**src/rtl/blink_period_meter.sv**
```systemverilog
// Measures half-periods of an async square wave in sys_clk cycles, range-checks each, asserts lock after LOCK_N good ones.
// Latency: sig_in transition -> meas_valid 3-4 cycles (2-FF sync + edge register + result register).
// Backpressure: none, results are pulsed on meas_valid; optional PERIOD_TIMEOUT_EN adds STALL state and timeout.
module blink_period_meter #(
    parameter int unsigned     CW       = 26,
    parameter logic [CW-1:0]   EXP_HALF = 26'd25_000_000,
    parameter logic [CW-1:0]   TOL      = 26'd1_000,
    parameter logic [2:0]      LOCK_N   = 3'd4,
    parameter logic [CW-1:0]   MAX_CNT  = 26'd50_000_000
) (
    input  logic          sys_clk,
    input  logic          sys_rst_n,
    input  logic          sig_in,
    output logic [CW-1:0] half_period,
    output logic          meas_valid,
    output logic          in_range,
    output logic          lock,
    output logic          timeout
);

    typedef enum logic [1:0] {
        IDLE  = 2'd0,
        MEAS  = 2'd1
`ifdef PERIOD_TIMEOUT_EN
        ,
        STALL = 2'd2
`endif
    } state_t;

    state_t        state, state_nxt;
    logic          s1, s2, s3;
    logic          edge_det;
    logic [CW-1:0] cnt, cnt_nxt, cnt_inc;
    logic [CW-1:0] diff;
    logic          cnt_ok;
    logic [2:0]    good_cnt, good_nxt;
    logic [CW-1:0] hp_nxt;
    logic          inr_nxt, mv_nxt, lock_nxt;
    logic          to_q, to_nxt;

    assign edge_det = s2 ^ s3;
    assign cnt_inc  = (cnt == '1) ? cnt : cnt + CW'(1);
    assign diff     = (cnt >= EXP_HALF) ? cnt - EXP_HALF : EXP_HALF - cnt;
    assign cnt_ok   = (diff <= TOL);

    always_comb begin
        state_nxt = state;
        cnt_nxt   = cnt;
        hp_nxt    = half_period;
        inr_nxt   = in_range;
        mv_nxt    = 1'b0;
        good_nxt  = good_cnt;
        to_nxt    = to_q;
        case (state)
            IDLE: begin
                // First edge only arms the counter; there is no previous edge to measure from.
                if (edge_det) begin
                    state_nxt = MEAS;
                    cnt_nxt   = CW'(1);
                end
            end
            MEAS: begin
                if (edge_det) begin
                    hp_nxt   = cnt;
                    inr_nxt  = cnt_ok;
                    mv_nxt   = 1'b1;
                    cnt_nxt  = CW'(1);
                    if (!cnt_ok)
                        good_nxt = 3'd0;
                    else if (good_cnt != LOCK_N)
                        good_nxt = good_cnt + 3'd1;
                end
`ifdef PERIOD_TIMEOUT_EN
                else if (cnt == MAX_CNT) begin
                    state_nxt = STALL;
                    to_nxt    = 1'b1;
                    good_nxt  = 3'd0;
                end
`endif
                else begin
                    cnt_nxt = cnt_inc;
                end
            end
`ifdef PERIOD_TIMEOUT_EN
            STALL: begin
                if (edge_det) begin
                    state_nxt = MEAS;
                    cnt_nxt   = CW'(1);
                    to_nxt    = 1'b0;
                end
            end
`endif
            default: state_nxt = IDLE;
        endcase
        lock_nxt = (good_nxt == LOCK_N);
    end

    always_ff @(posedge sys_clk or negedge sys_rst_n) begin
        if (!sys_rst_n) begin
            s1          <= 1'b0;
            s2          <= 1'b0;
            s3          <= 1'b0;
            state       <= IDLE;
            cnt         <= '0;
            good_cnt    <= 3'd0;
            half_period <= '0;
            in_range    <= 1'b0;
            meas_valid  <= 1'b0;
            lock        <= 1'b0;
            to_q        <= 1'b0;
        end else begin
            s1          <= sig_in;
            s2          <= s1;
            s3          <= s2;
            state       <= state_nxt;
            cnt         <= cnt_nxt;
            good_cnt    <= good_nxt;
            half_period <= hp_nxt;
            in_range    <= inr_nxt;
            meas_valid  <= mv_nxt;
            lock        <= lock_nxt;
            to_q        <= to_nxt;
        end
    end

`ifdef PERIOD_TIMEOUT_EN
    assign timeout = to_q;
`else
    // Without the stall path to_q never leaves 0 and MAX_CNT has no consumer.
    logic unused_max_cnt;
    assign unused_max_cnt = ^MAX_CNT;
    assign timeout        = 1'b0;
`endif

endmodule

```
**config.mk**
```make
export PLATFORM = sky130hd
export DESIGN_NAME = blink_period_meter
export DESIGN_NICKNAME = d
export VERILOG_FILES = /design/src/rtl/blink_period_meter.sv
export SDC_FILE = /design/constraint.sdc
export NUM_CORES = 1
export LEC_CHECK = 0
export CORE_MARGIN = 5
export CORE_UTILIZATION = 31
export DETAILED_ROUTE_END_ITERATION = 7
export PLACE_DENSITY_LB_ADDON = 0.15
export SETUP_SLACK_MARGIN = 0.05
export SLEW_MARGIN = 20
export SYNTH_ARGS = -nofsm -noshare
export SYNTH_HDL_FRONTEND = slang
export SYNTH_SLANG_ARGS = --single-unit
```
**constraint.sdc**
```tcl
create_clock -name sys_clk -period 2.95 [get_ports sys_clk]
set_clock_uncertainty 0.15 [all_clocks]
set_input_delay 0.295 -clock sys_clk [delete_from_list [all_inputs] [get_ports sys_clk]]
set_output_delay 0.295 -clock sys_clk [all_outputs]
set_load 0.005 [all_outputs]
```
# Yosys cells after proc, flatten, opt, wreduce, memory -nomap -nowiden
# Index checks and enable logic that the tools add are counted.
dict set report totals {
  reg_bits 63
  inputBits 3
}
dict set report classes {
  n_addsub 4
  magnitude_cmp 2
  eq_ne 6
  mux 13
  bitwise_logic 2
  n_reduce_logical 5
}
# op n
set op_table {}
lappend op_table {{$mux W26} 4}
lappend op_table {{$pmux W26 S2} 1}
lappend op_table {{$add A26 B1 Y26 const B} 1}
lappend op_table {{$eq A26 B26 Y1 const B} 1}
lappend op_table {{$ge A26 B25 Y1 const B} 1}
lappend op_table {{$le A26 B10 Y1 const B} 1}
lappend op_table {{$sub A25 B26 Y26 const A} 1}
lappend op_table {{$sub A26 B25 Y26 const B} 1}
lappend op_table {{$mux W3} 4}
lappend op_table {{$ne A3 B3 Y1 const B} 2}
lappend op_table {{$pmux W2 S2} 1}
lappend op_table {{$reduce_and A2 Y1} 2}
lappend op_table {{$add A3 B1 Y3 const B} 1}
lappend op_table {{$eq A3 B3 Y1 const B} 1}
lappend op_table {{$reduce_and A3 Y1} 1}
lappend op_table {{$eq A2 B1 Y1 const B} 1}
lappend op_table {{$logic_not A2 Y1} 1}
lappend op_table {{$mux W1} 2}
lappend op_table {{$mux W2} 1}
lappend op_table {{$ne A2 B2 Y1 const B} 1}
lappend op_table {{$reduce_bool A2 Y1} 1}
lappend op_table {{$not A1 Y1} 1}
lappend op_table {{$xor A1 B1 Y1} 1}

# Longest topological paths before layout
# Gate-level depths: netlist of the first run.
dict set report logic_depth {
  depth_word 7
  ltp_mapped 12
  mapped_depth_nobuf 10
}

# Worst setup path after synthesis of the first run
# OpenSTA, ideal clock, no wires.
dict set report synth_timing {
  path_type {flip-flop to flip-flop}
  from {reg cnt[6]}
  to {reg good_cnt[2]}
  setup_ps 92
  arrival_ps 2966
  required_time_ps 2708
  setup_slack_ps -258
  stages_incl_launch_ff 13
  path_buffers 2
  period_less_slack_ps 3208
  path_cell_list {dfrtp_1 > clkbuf_1 > clkinv_1 > ha_1 > nor4b_4 > o21ai_1 > a21oi_1 > buf_2 > nand2_1 > a221o_1 > a311oi_2 > nand4_2 > o31ai_2}
}
dict set report synth_via {
  elab_chain_cells 6
  word_cells_on_any_way 8
  cone_classes {2 x add/sub; 2 x order compare; 4 x mux}
}
# item line_no
set synth_rtl {}
lappend synth_rtl {{start, declared} 33} ;# logic [CW-1:0] cnt, cnt_nxt, cnt_inc;
lappend synth_rtl {{start signal, assigned} 116} ;# cnt <= cnt_nxt;
lappend synth_rtl {{$sub A25 B26 Y26, or another cell as far along} 43} ;# assign diff = (cnt >= EXP_HALF) ? cnt - EXP_HALF : EXP_HALF - cnt;
lappend synth_rtl {{$mux W26 (*)} 43}
lappend synth_rtl {{$le A26 B10 Y1 (*)} 44} ;# assign cnt_ok = (diff <= TOL);
lappend synth_rtl {{$mux W3 (*)} 68} ;# if (!cnt_ok)
lappend synth_rtl {{$mux W3 (*)} 63} ;# if (edge_det) begin
lappend synth_rtl {{$mux W3 (*)} 54} ;# case (state)
lappend synth_rtl {{net good_nxt[2]} 36} ;# logic [2:0] good_cnt, good_nxt;
lappend synth_rtl {{end signal, assigned} 117} ;# good_cnt <= good_nxt;
lappend synth_rtl {{end, declared} 36}
# The timed path passes the listed nets; every way through them passes the cells marked *.
# A chain may end at the register's enable or synchronous reset.

# Final worst setup path of the first run
dict set report layout_timing {
  from {reg cnt[10]}
  to {reg good_cnt[0]}
}
# The elaborated chain is that of the path after synthesis.

==> impl_metrics.toml, run 1 <==
[synthesis]
synth_nets = 481
avgSynthCellArea_um2 = 8.700
synth_area_leaders = "dfrtp_1 (38%), nand2_1 (4.9%), mux2_2 (4.1%)"
ys_seq_area_share_pct = 37.86
synth_top_area_share_pct = 37.86
synth_edf_count = 0
syn_area_um2 = 4098
ys.flop_type = "dfrtp_1"
async_flop_share_pct = 100.0
yosysWarnings = 0
synth_area_leader_cell = "dfrtp_1"
synthDistinctLibCells = 74
synth_seq_cells = 62
syn_inst = 471

[timing]
setup_tns_ns = 0
report.final.slew_viol_count = 0
fin_crit_sh_pct = 97.16
setup_viol = 0
setup_ws_ns = 0.08378
whs_ns = 0.2045
fin_crit_ns = 2.866
rsz0062_at_grt = "true"
tightest_slew_ns = 0.5684
hold_viol = 0
relSlewSlack_pct = 62.10
max_freq_mhz = 348.9

[grt]
grt_max_degree = 44
antenna_found_initial = 0
grt_usage_pct = 16.31
gr-total-overflow = 0
grt_pass1_wl_um = 20640
grt_pass1_vias = 3898

[worst_setup_path]
rrSetupSlack_ns = 0.08
r2r-start = "cnt[10]"
r2r_cells = 8
worst_setup_path_start_kind = "flop"
worstSetupEndpoint = "good_cnt[0]"
crit_start = "cnt[10]"
cp-end-kind = "flop"
path_max_fanout = 6
cp_data_required_time_ns = 3.05
r2r-end = "good_cnt[0]"
arrival_ns = 2.97
crit_type = "flop to flop"

[die]
initial_core_util_pct = 31.32
dieArea_um2 = 15620
die_h_um = 125.0
num_io_pins = 33
core_area_um2 = 13090
die_w_um = 125.0
num_rows = 42

[clocking]
root_buffer = "clkbuf_16"
cts_num_sinks = 62
cts_buffer_depth = 2
clk_pin_slew_ns = 0.06
clk_latency_ns = 0.34
htreeDepth = 3
cts_made_buffers = 9
tritoncts = "yes"

[place]
routabilityCongestion = 0.8462
dpl_worst_slack_ns = -0.03609
hpwl_um = 9383
io_buffers = 31
placed_area_um2 = 5100
dp_cells = 724

[final_layout]
utilization_pct = 42.91
num-nets-final = 578
drive_gt1_share_pct = 28.27
diodes = 0
mostFrequentLayoutCells = "buf_4 (89), dfrtp_1 (59), nand2_1 (52)"
mostFrequentLayoutCell = "buf_4"
stdcell_count = 749
area_growth_pct = 37.04
stdcell_area_um2 = 5615

[outcome]
status = "finished, final reports clean"

[drt]
ant_nets = 0
drtIter0Drc = 263
first_pass_iters = 5
routed_wl_um = 12390
routedWlPerCell_um = 16.54
dr_total_vias = 3896
via_per_inst = 5.202
drc = 0

[power]
leakage_nw = 2.393
peakVddDrop_uv = 227.2
cellPowerDensity_nw_per_um2 = 400.1
total_power_mw = 2.247

[hold_path]
hold_path_class = "flop to flop"

[job]
drv_cap = 0
final cells by class:
type	instances	area, µm²
sequential	62	1555
timing repair buffer	121	989.7
clock buffer	13	260.3
tap	176	220.2
fill	1299	7470
inverter	15	61.31
clock inverter	3	42.54
multi-input combinational	359	2486
critical path: stages (launching register included):
cell and delay (ns):
dfrtp_2 0.47, or4_4 0.58, o211ai_4 0.27, nand2_1 0.12
and3_1 0.18, a211o_1 0.30, a311oi_4 0.36, nand4_4 0.15
o21ai_0 0.20
report_power, final:
part / switching, mW / total, mW / internal [mW]
combinational: 0.147 / 0.263 / 0.116
sequential: 0.0189 / 0.897 / 0.878
clock: 0.388 / 1.09 / 0.699
cell usage after synthesis (11+ instances only):
library cell / count
dfrtp_1: 62
a21oi_1: 18
inv_1: 14
nand4_1: 11
nand3_1: 24
nor2_1: 41
nor3_1: 11
xnor2_1: 15
clkbuf_1: 19
nand2_1: 53
o21ai_0: 31
mux2_2: 15
per-layer routing:
metal	wire length [µm]	share of wire (%)	global-route usage [%]
met5	0	0	0
met4	347	2.8	6.824
met3	626	5.1	4.009
met2	5598	45	25.12
met1	5815	47	21.95
logic make-up (layout without fill, tap and decap cells):
logic type / count (synthesis) / after routing / share of synthesized area [%]
flops: 62 / 62 / 37.86
mux: 15 / 15 / 4.122
buf+inv: 50 / 152 / 5.405
fa+ha+maj: 7 / 7 / 2.137
other cells: 1 / 1 / 0.09152
simple gates: 198 / 198 / 25.77
compound gates: 113 / 113 / 19.27
xor+xnor: 25 / 25 / 5.344
worst min path at each step:
stage	start	endpoint	slack, ns	depth (start not counted)
6_report	s1	s2	0.20	0
5_1_grt	s1	s2	0.22	0
4_1_cts	sys_rst_n	s2	0.01	1
3_5_place_dp	s1	s2	0.19	0
3_3_place_gp	s1	s2	0.18	0
2_1_floorplan	sys_rst_n	cnt[0]	-0.15	0
timing repair:
| action | in CTS | in global routing |
|---|---|---|
| pin swaps | 5 | 9 |
| endpoints found under the hold margin | 0 | 41 |
| setup buffers | 6 | 2 |
| resized for setup | 14 | 16 |
| setup endpoints to repair | 5 | 5 |
| hold buffers | 0 | 1 |
registers in the layout, summed over array words and instances (netlist names):
register     count
state            1
in_range         1
meas_valid       1
s2               1
lock             1
s3               1
cnt             26
half_period     26
s1               1
good_cnt         3
Power figures use the tool's default switching activity.
==> run 2, diff against run 1 <==
--- a/config.mk
+++ b/config.mk
@@ -14,3 +14,4 @@
 export SYNTH_ARGS = -nofsm -noshare
 export SYNTH_HDL_FRONTEND = slang
 export SYNTH_SLANG_ARGS = --single-unit
+export TNS_END_PERCENT = 50
==> constraint.sdc (replaced) <==
create_clock -name sys_clk -period 3.5 [get_ports sys_clk]
set_clock_uncertainty 0.15 [all_clocks]
set_input_delay 0.35 -clock sys_clk [delete_from_list [all_inputs] [get_ports sys_clk]]
set_output_delay 0.35 -clock sys_clk [all_outputs]
set_load 0.005 [all_outputs]
==> impl_metrics.toml, run 2 (synthesis gave the netlist of run 1 again) <==
[final_layout]
diodes = 0
multi_input_area_um2 = 2341
area_growth_pct = 23.36
stdcell_area_um2 = 5055
mostFrequentLayoutCells = "dfrtp_1 (62), nand2_1 (53), nor2_1 (41)"
drive_gt1_share_pct = 16.22
reg_top3 = "cnt: 26 flops, half_period: 26 flops, good_cnt: 3 flops"
num-nets-final = 523
regArea_um2 = 1551
fillers = 1313
mostFrequentLayoutCell = "dfrtp_1"

[die]
core_area_um2 = 13090
num_io_pins = 33
num_rows = 42
die_w_um = 125.0
initial_core_util_pct = 31.32
dieArea_um2 = 15620
die_h_um = 125.0

[worst_setup_path]
cp-end-kind = "flop"
crit_type = "flop to flop"
cp_data_required_time_ns = 3.61
worst_setup_path_start_kind = "flop"
arrival_ns = 3.35
critPathTopFamily = "simple AND/OR/NAND/NOR gates"
crit_path_top_delay_cell = "or3_1"
path_max_fanout = 8
critPathBufInv = 1
cpPeakStageDelay_ns = 0.54
critical_path.cell_chain = "inv_1 -> ha_1 -> and2_0 -> nand3_2 -> or3_1 -> and4_4 -> a221o_1 -> a311oi_2 -> nand4_2 -> o31ai_2"

[clocking]
post_cts_buffers = 0
tritoncts = "yes"
htreeDepth = 3
cts_num_sinks = 62
root_buffer = "clkbuf_16"
clk_pin_slew_ns = 0.05
cts_made_buffers = 9
clk_latency_ns = 0.34
cts_buffer_depth = 2

[drt]
via_per_inst = 5.346
ant_nets = 0
drtIter0Drc = 231
routed_wl_um = 11960
routedWlPerCell_um = 17.23
drc = 0
dr_total_vias = 3710
first_pass_iters = 4

[outcome]
status = "finished, final reports clean"

[power]
peakVddDrop_uv = 197.4
cellPowerDensity_nw_per_um2 = 368.1
leakage_nw = 2.114

[hold_path]
hold_path_class = "input port to asynchronous set/reset pin"

[timing]
fin_crit_ns = 3.242
setup_tns_ns = 0
relSlewSlack_pct = 46.16
max_freq_mhz = 308.5
tightest_slew_ns = 0.8018
hold_viol = 0
setup_viol = 0
rsz0062_at_grt = "false"
report.final.slew_viol_count = 0
fin_crit_sh_pct = 92.62

[place]
hpwl_um = 8881
routabilityCongestion = 0.8945
io_buffers = 31
placed_area_um2 = 4726

[grt]
antenna_found_initial = 0
grt_pass1_vias = 3772
grt_usage_pct = 15.95
grt_pass1_wl_um = 20120
grt_max_degree = 62
gr-total-overflow = 0

[job]
drv_cap = 0
-- run 2: routing by layer --
layer | up-vias | global-route usage [%] | wire length, µm
li1 | 1805 | - | -
met1 | 1808 | 21.74 | 5719
met2 | 74 | 24.30 | 5490
met3 | 23 | 3.539 | 456
met4 | 0 | 7.079 | 291
met5 | - | 0 | 0
-- run 2: worst register-to-register path, cell delays in order (launching register included) --
cell,delay (ns)
dfrtp_1,0.37
inv_1,0.10
ha_1,0.23
and2_0,0.31
nand3_2,0.20
or3_1,0.54
and4_4,0.24
a221o_1,0.26
a311oi_2,0.31
nand4_2,0.20
o31ai_2,0.24
-- run 2: final cells by class --
class                           instances  share of cell area [%]
Multi-Input combinational cell        359                   46.31
Sequential cell                        62                   30.69
Inverter                               15                   1.114
Timing Repair Buffer                   66                   11.53
Tap cell                              176                   4.356
Clock buffer                           13                   5.149
Clock inverter                          3                  0.8416
-- run 2: stage by stage --
step           util (%)  power (mW)  setup slack, ns  hold slack [ns]  std cells
2_1_floorplan         -      0.8886           0.2919         -0.09559        471
3_3_place_gp      36.12      0.9718           0.3196         0.003077        677
3_5_place_dp      36.12      0.9717           0.1868         0.004549        677
4_1_cts           38.51       1.893           0.1712           0.1781        694
5_1_grt           38.63       1.947          0.02871           0.1978        694
6_report          38.63       1.861           0.2583           0.1880        694
-- run 2: final timing paths --
check                           slack [ns]      start  cells past startpoint          end
worst max register to register        0.26     cnt[0]                     10  good_cnt[2]
max in group asynchronous             2.50  sys_rst_n                      3     in_range
worst min register to register        0.20         s1                      0           s2
worst min-delay path                  0.19  sys_rst_n                      2           s1
worst max-delay path                  0.26     cnt[0]                     10  good_cnt[2]
min in group sys_clk                  0.20         s1                      0           s2
-- run 2: what timing repair did --
item | in CTS | in global routing
hold endpoints to repair | 62 | 0
resized for setup | 0 | 3
hold buffers | 1 | 0
endpoints found under the setup margin | 0 | 5
-- run 2: where the power goes --
| group | internal [mW] | total (mW) | leakage (nW) | switching, mW |
|---|---|---|---|---|
| Sequential | 0.740 | 0.758 | 0.843 | 0.0177 |
| Combinational | 0.0819 | 0.201 | 1.13 | 0.119 |
| Clock | 0.588 | 0.903 | 0.146 | 0.314 |
==> run 3, diff against run 2 <==
--- a/config.mk
+++ b/config.mk
@@ -5,8 +5,7 @@
 export SDC_FILE = /design/constraint.sdc
 export NUM_CORES = 1
 export LEC_CHECK = 0
-export CORE_MARGIN = 5
-export CORE_UTILIZATION = 31
+export CORE_UTILIZATION = 63
 export DETAILED_ROUTE_END_ITERATION = 7
 export PLACE_DENSITY_LB_ADDON = 0.15
 export SETUP_SLACK_MARGIN = 0.05
==> impl_metrics.toml, run 3 (synthesis gave the netlist of run 1 again) <==
[outcome]
status = "finished, final reports clean"

[worst_setup_path]
arrival_ns = 3.38
worst_setup_path_start_kind = "flop"
cp-end-kind = "flop"
rrSetupSlack_ns = 0.23
worstSetupEndpoint = "good_cnt[2]"
cp_data_required_time_ns = 3.61
r2r-end = "good_cnt[2]"
r2r-start = "cnt[10]"
r2r_cells = 8
crit_type = "flop to flop"
path_max_fanout = 14
crit_start = "cnt[10]"

[final_layout]
mostFrequentLayoutCell = "dfrtp_1"
mostFrequentLayoutCells = "dfrtp_1 (62), nand2_1 (53), nor2_1 (41)"
utilization_pct = 75.92
stdcell_count = 591
diodes = 0
stdcell_area_um2 = 4793
reg_top3 = "cnt: 26 flops, half_period: 26 flops, good_cnt: 3 flops"
num-nets-final = 520
area_growth_pct = 16.98
drive_gt1_share_pct = 16.15

[grt]
grt_max_degree = 33
gr-max-usage-layer = "met2"
grt_pass1_wl_um = 17670
grt_use_met1_pct = 46.39
gr-total-overflow = 0
antenna_found_initial = 0
grt_usage_pct = 35.11
grt_pass1_vias = 3517
use_met3_pct = 6.593
use_met2_pct = 56.89

[drt]
routed_wl_um = 11180
via_per_inst = 6.465
routedWlPerCell_um = 18.92
drtIter0Drc = 329
drc = 0
ant_nets = 0
first_pass_iters = 5
dr_total_vias = 3821

[place]
io_buffers = 31
dp_cells = 573
routabilityCongestion = 0.8825
placed_area_um2 = 4552
dpl_worst_slack_ns = 0.1160
hpwl_um = 8069

[die]
num_io_pins = 33
core_area_um2 = 6314
die_w_um = 82.65
die_h_um = 82.65
num_rows = 29
dieArea_um2 = 6831
initial_core_util_pct = 64.90

[power]
peakVddDrop_uv = 333.6
pwr-share-clk_pct = 39.6
netSwitchingFraction_pct = 26.57
seqPwrFrac_pct = 48.6
p_switching_mw = 0.4201
power.internal_mw = 1.161
total_power_mw = 1.581
cellPowerDensity_nw_per_um2 = 329.9
leakage_nw = 2.044
combPwrFrac_pct = 11.8

[timing]
setup_ws_ns = 0.2318
report.final.slew_viol_count = 0
setup_viol = 0
rsz0062_at_grt = "false"
whs_ns = 0.2022
relSlewSlack_pct = 54.60
hold_viol = 0
setup_tns_ns = 0
tightest_slew_ns = 0.6809
max_freq_mhz = 306.0
fin_crit_ns = 3.268
fin_crit_sh_pct = 93.38

[clocking]
tritoncts = "yes"
clk_pin_slew_ns = 0.07
cts_buffer_depth = 2
clk_latency_ns = 0.35
htreeDepth = 3
cts_num_sinks = 62
cts_made_buffers = 9
root_buffer = "clkbuf_8"

[hold_path]
hold_path_class = "flop to flop"
holdPathStages = 0

[job]
drv_cap = 0
==> run 3: changes by cell type in the layout (fill, tap and decap cells not counted), sizes merged <==
cell / delta
buf: -3
clkbuf: -2
clkinv: +1
==> run 3: cell type report <==
cell class	instances	area [µm²]
Tap cell	77	96.34
Timing Repair Buffer	63	548.0
Sequential cell	62	1551
Fill cell	450	1520
Inverter	15	56.30
Clock inverter	4	47.55
Multi-Input combinational cell	359	2352
Clock buffer	11	141.4
==> run 3: power groups by stage <==
stage / Sequential [mW] / Combinational (mW) / Clock (mW)
3_3_place_gp: 0.779 / 0.173 / 0
3_5_place_dp: 0.781 / 0.178 / 0
6_report: 0.768 / 0.187 / 0.626
4_1_cts: 0.767 / 0.180 / 0.630
2_1_floorplan: 0.763 / 0.126 / 0
5_1_grt: 0.773 / 0.207 / 0.656
==> run 3: critical path: stages (launching register included) <==
cell and delay [ns]:
dfrtp_1 0.60, or4_1 0.67, o211ai_2 0.32, a311oi_1 0.17, nand2b_1 0.18, a221o_1 0.32, a311oi_2 0.30, nand4_2 0.20
o31ai_2 0.26
==> run 3: metal layers <==
| layer | part of all wire [%] | vias up |
|---|---|---|
| met2 | 48 | 185 |
| met3 | 6.3 | 29 |
| met5 | 0 | - |
| li1 | - | 1791 |
| met1 | 44 | 1816 |
| met4 | 2.3 | 0 |
==> run 3: what timing repair did <==
item | 4_1_cts | 5_1_grt
buffers inserted | 0 | 2
setup endpoints to repair | 0 | 5
gates resized for setup | 0 | 7
endpoints found under the hold margin | 30 | 0
hold buffers | 1 | 0
==> run 3: worst min-delay path by stage <==
stage                     slack [ns]  startpoint     end
final                           0.20          s1      s2
after global routing            0.21          s1      s2
after CTS                       0.21          s1      s2
after detailed placement        0.19          s1      s2
after global placement          0.20          s1      s2
after floorplan                 -0.1   sys_rst_n  cnt[0]
==> RTL edit 1, RTL diff (flow settings as in run 2) <==
`CW`: 26 -> 52.
--- a/src/rtl/blink_period_meter.sv
+++ b/src/rtl/blink_period_meter.sv
@@ -4,3 +4,3 @@
 module blink_period_meter #(
-    parameter int unsigned     CW       = 26,
+    parameter int unsigned     CW       = 52,
     parameter logic [CW-1:0]   EXP_HALF = 26'd25_000_000,
Ports: changed (resized half_period); port bits go from 33 to 59. The function was not compared with the original's and may differ.
==> RTL edit 1 against run 2 <==
Die area is 76% higher; total power up 87%; sequential cell count increased by 52; critical path depth down 1; setup slack worse by 190 ps; routed wire length increased by 130%; hold slack better by 13 ps; cell count increased by 110%; area after synthesis is 84% higher; first-iteration DRC count grew to 3.3 times the old value; final area is 100% higher; critical path type unchanged; largest power group unchanged.
==> RTL edit 1: results (changes against run 2) <==
- Status: completed (unchanged)
- Antenna Cells: 0 (unchanged)
- Global Route Usage Sum: 0.198 (was 0.159)
- PnR worst setup slack: 70.6 ps (was 258 ps)
- Fillers: 2,443 (was 1,313)
- Hold Crit Class: reg -> reg (was in -> async)
- Hold Buf Count CTS: 1 (unchanged)
- Number of non-clock inverters in the layout: 24 (was 15)
- Final #Nets: 1,100 (was 523)
- Port Buffer Count: 57 (was 31)
- Vias in the first global route: 7,448 (was 3,772)
- Yosys cell types: 79 (was 74)
- Htree depth: 4 (was 3)
- Seq/Total Area, Yosys: 0.378 (was 0.379)
- Total CTS buffers: 17 (was 9)
- Peak supply drop: 230 uV (was 197 uV)
- Syn. warnings: 0 (unchanged)
- Clock buffer count in the final layout: 21 (was 13)
- Clock Root Buffer: clkbuf_16 (unchanged)
- Biggest regs: cnt: 52 flops, half_period: 52 flops, good_cnt: 3 flops (was cnt: 26 flops, half_period: 26 flops, good_cnt: 3 flops)
- Launch point of the critical path: cnt[29]$_DFFE_PN0P_ (was cnt[0]$_DFFE_PN0P_)
- Initial antenna violation count: 0 (unchanged)
- Placer Congestion: 0.935 (was 0.895)
- Vias per cell: 5.43 (was 5.35)
- Largest net degree at the start of global routing: 73 (was 62)
- Hold path start: s1$_DFF_PN0_
- Post-synthesis async set-or-reset flop share: 1.00 (unchanged)
- Flops & latches, synth: 114 (was 62)
- Setup Fix Bufs, Post-CTS: 4 (was 0)
- Fraction of layout cells with a size suffix above 1: 0.200 (was 0.162)
- First-pass GRT wire length: 43.9 mm (was 20.1 mm)
- Clock network area share: 0.0610 (was 0.0599)
- Post-Synth XOR/XNOR Area: 0.0672 (was 0.0534)
- Mux cell area share after synthesis: 0.00415 (was 0.0412)
- Reg area: 2850 um2 (was 1550 um2)
- CP arrival: 3630 ps (was 3350 ps)
- Comb_multi_in: 733 (was 359)
- Top_reg_cell synth: dfrtp_1 (unchanged)
- Top cells by area, synth: dfrtp_1, nand2_1, nor2_1 (was dfrtp_1, nand2_1, mux2_2)
- P_leak: 4.46 nW (was 2.11 nW)
- Post-Place Setup Slack: -125 ps (was 187 ps)
- Multi-input combinational area share: 0.444 (was 0.463)
- Hpwl dp: 20.9 mm (was 8.88 mm)
- Synthesized Nets: 962 (was 481)
- Worst slew pin tran: 742 ps (was 802 ps)
- Compound-gate portion of the synthesized area: 0.175 (was 0.193)
- Routed wire length: 27.7 mm (was 12.0 mm)
- NonClk Buf Share: 0.164 (was 0.115)
- Non-clock buffers: 199 (was 66)
- Post-synth top cells: nand2_1, dfrtp_1, nor2_1 (was dfrtp_1, nand2_1, nor2_1)
- Pre-antenna DRT Iters: 5 (was 4)
- CTS Buffer Depth: 2 (unchanged)
- DR iter-0 viols: 758 (was 231)
- Adder-Cell Fraction of Synth Area: 0.0133 (was 0.0214)
- Post-CTS sizing: 12 (was 0)
- Multi-input logic area: 4500 um2 (was 2340 um2)
- CP max FO: 4 (was 8)
- Clock transition at path regs: 60 ps
- Area after DPL: 9290 um2 (was 4730 um2)
- Clock latency on the worst-skew pair: 420 ps (was 340 ps)
==> RTL edit 1: cell types whose count changed in the layout (fill, tap and decap cells not counted), moves of 17 or more <==
cell,before,now
a21oi_1,17,34
buf_4,33,139
clkdlybuf4s50_1,30,56
dfrtp_1,62,114
nand2_1,53,180
nor2_1,41,82
nor3_1,11,36
xor2_1,10,27
==> RTL edit 1: through the flow <==
step / std cells / hold slack, ps / total power [W]
floorplan: 951 / -95.6 / 0.00152
global placement: 1388 / 188 / 0.00164
detailed placement: 1388 / 190 / 0.00165
CTS: 1424 / 201 / 0.00353
global route: 1425 / 216 / 0.00363
finish: 1425 / 201 / 0.00349
==> RTL edit 1: power by group <==
group | total (W) | internal (W) | switching (W) | leakage [nW]
registers | 0.00135 | 0.00134 | 0.0000138 | 1.57
clock network | 0.00186 | 0.00122 | 0.000639 | 0.295
logic | 0.000272 | 0.0000902 | 0.000182 | 2.59
total | 0.00349 | 0.00265 | 0.000834 | 4.46
==> RTL edit 1: critical path, stage by stage (launching register included) <==
cell	delay, ps
dfrtp_1	380
or4_4	590
or4_4	450
or4b_1	480
a21oi_1	130
o21ai_1	70
or3_4	400
nor4b_4	340
and3_4	240
a31o_1	140
==> RTL edit 1: final timing paths <==
path	end	cells after the start
worst min-delay path	s2$_DFF_PN0_	0
worst max-delay path	good_cnt[1]$_DFF_PN0_	9
worst max register to register	good_cnt[1]$_DFF_PN0_	9
max in group asynchronous	good_cnt[2]$_DFF_PN0_	3
worst min register to register	s2$_DFF_PN0_	0
min in group asynchronous	s1$_DFF_PN0_	2
==> RTL edit 1: per-layer routing <==
metal	wire (um)	global-route usage
met1	13600	0.296
met5	0	0
met4	468	0.0577
met2	12000	0.292
met3	1610	0.0357
==> RTL edit 2, RTL diff (flow settings as in run 2) <==
Made on the original files. Register the output `half_period` once more; this adds one clock of latency there. The other outputs are not delayed to match.
--- a/src/rtl/blink_period_meter.sv
+++ b/src/rtl/blink_period_meter.sv
@@ -29,2 +29,4 @@
 
+    logic [CW-1:0] half_period_s0;
+
     state_t        state, state_nxt;
@@ -48,3 +50,3 @@
         cnt_nxt   = cnt;
-        hp_nxt    = half_period;
+        hp_nxt    = half_period_s0;
         inr_nxt   = in_range;
@@ -105,3 +107,3 @@
             good_cnt    <= 3'd0;
-            half_period <= '0;
+            half_period_s0 <= '0;
             in_range    <= 1'b0;
@@ -117,3 +119,3 @@
             good_cnt    <= good_nxt;
-            half_period <= hp_nxt;
+            half_period_s0 <= hp_nxt;
             in_range    <= inr_nxt;
@@ -134,2 +136,6 @@
 
+    always_ff @(posedge sys_clk) begin
+        half_period <= half_period_s0;
+    end
+
 endmodule
Check against the original RTL: not equivalent (Yosys sat finds a counterexample within 10 cycles, from zero or initial values and one cycle with sys_rst_n low).
==> RTL edit 2 against run 2 <==
Final area up 14%; routed wire length is 16% higher; fmax is 0.28% lower; area after synthesis rose by 15%; setup slack lost 9.0 ps; cell count increased by 13%; sequential cell count increased by 26; total power rose by 21%; critical endpoint is now good_cnt[0]$_DFF_PN0_.
==> RTL edit 2: results (changes against run 2) <==
- Htree depth: 3 (unchanged)
- Worst r2r path cells: 12 (was 10)
- P_leak: 2.38 nW (was 2.11 nW)
- Post-Synth XOR/XNOR Area: 0.0464 (was 0.0534)
- Compound-gate portion of the synthesized area: 0.189 (was 0.193)
- Rel. slew slack: 0.590 (was 0.462)
- Yosys cell types: 75 (was 74)
- Placer Congestion: 0.875 (was 0.895)
- Routed wire length: 13.9 mm (was 12.0 mm)
- Hold Crit Class: reg -> reg (was in -> async)
- Seq/Total Area, Yosys: 0.439 (was 0.379)
- Via count: 4,144 (was 3,710)
- Global Route Usage Sum: 0.162 (was 0.159)
- Biggest regs: cnt: 26 flops, half_period: 26 flops, half_period_s0: 26 flops (was cnt: 26 flops, half_period: 26 flops, good_cnt: 3 flops)
- Crit path largest cell delay: 510 ps (was 540 ps)
- CP max FO: 6 (was 8)
- Top cells by area, synth: dfrtp_1, dfxtp_1, nand2_1 (was dfrtp_1, nand2_1, mux2_2)
- Syn. warnings: 0 (unchanged)
- Post-synthesis async set-or-reset flop share: 0.705 (was 1.00)
- Crit path max-delay family: simple AND/OR/NAND/NOR gates (unchanged)
- Status: completed (unchanged)
- DR iter-0 viols: 248 (was 231)
- Final #Nets: 601 (was 523)
- Mux cell area share after synthesis: 0.00451 (was 0.0412)
- Hpwl dp: 10.4 mm (was 8.88 mm)
- Adder-Cell Fraction of Synth Area: 0.0186 (was 0.0214)
- Final setup fails: 0 (unchanged)
- Clock transition at path regs: 70 ps (was 50 ps)
- Fraction of layout cells with a size suffix above 1: 0.156 (was 0.162)
- Hold Crit Depth: 0
- Vias in the first global route: 4,180 (was 3,772)
- Largest net degree at the start of global routing: 44 (was 62)
- Post-synth top cells: nand2_1, dfrtp_1, nor2_1 (was dfrtp_1, nand2_1, nor2_1)
- Peak supply drop: 220 uV (was 197 uV)
- CP max stage cell: nor4_1 (was or3_1)
- Post-Place Setup Slack: 194 ps (was 187 ps)
- CP arrival: 3330 ps (was 3350 ps)
RTL edit 2: cell count changes after synthesis, moves of 5 or more:
cell	before	now
dfxtp_1	0	26
a21oi_1	18	26
mux2_2	15	0
nand2_1	53	85
nand4_1	11	17
o211ai_1	2	8
nand3_1	24	8
o21ai_0	31	37
a211oi_1	6	11
RTL edit 2: through the flow:
step	cell area, um2	power [W]	instances	hold WS [ps]
final	5780	0.00226	784	210
after global routing	5780	0.00235	784	217
after CTS	5740	0.00229	783	65.6
after detailed placement	5450	0.00131	767	188
after global placement	5450	0.00131	767	187
after floorplan	4710	0.00120	535	-95.6
RTL edit 2: path summary, 6_finish.rpt:
kind	from	endpoint	slack, ps
worst min register to register	s1$_DFF_PN0_	s2$_DFF_PN0_	210
max in group asynchronous	sys_rst_n	lock$_DFF_PN0_	2140
min in group asynchronous	sys_rst_n	cnt[2]$_DFFE_PN0P_	390
worst max register to register	cnt[25]$_DFFE_PN0P_	good_cnt[0]$_DFF_PN0_	250
worst max-delay path	cnt[25]$_DFFE_PN0P_	good_cnt[0]$_DFF_PN0_	250
worst min-delay path	s1$_DFF_PN0_	s2$_DFF_PN0_	210
RTL edit 2: area by class of cell:
class,count,area [um2],share of cell area
tap,188,235,0.0407
multi-input combinational,391,2400,0.416
clock inverter,6,70.1,0.0121
sequential,88,2070,0.359
inverter,18,67.6,0.0117
clock buffer,10,229,0.0396
timing repair buffer,83,701,0.121
RTL edit 2: where the power goes:
group          internal [W]  switching [W]  leakage, nW
Sequential          0.00105      0.0000222         1.05
Combinational     0.0000868       0.000133         1.19
Clock              0.000557       0.000414        0.135
RTL edit 2: layer usage:
metal	vias to the layer above	track usage	wire length [um]
li1	2018	-	-
met1	2018	0.219	6640
met2	88	0.262	6440
met3	20	0.0261	461
met4	0	0.0651	326
met5	-	0	0
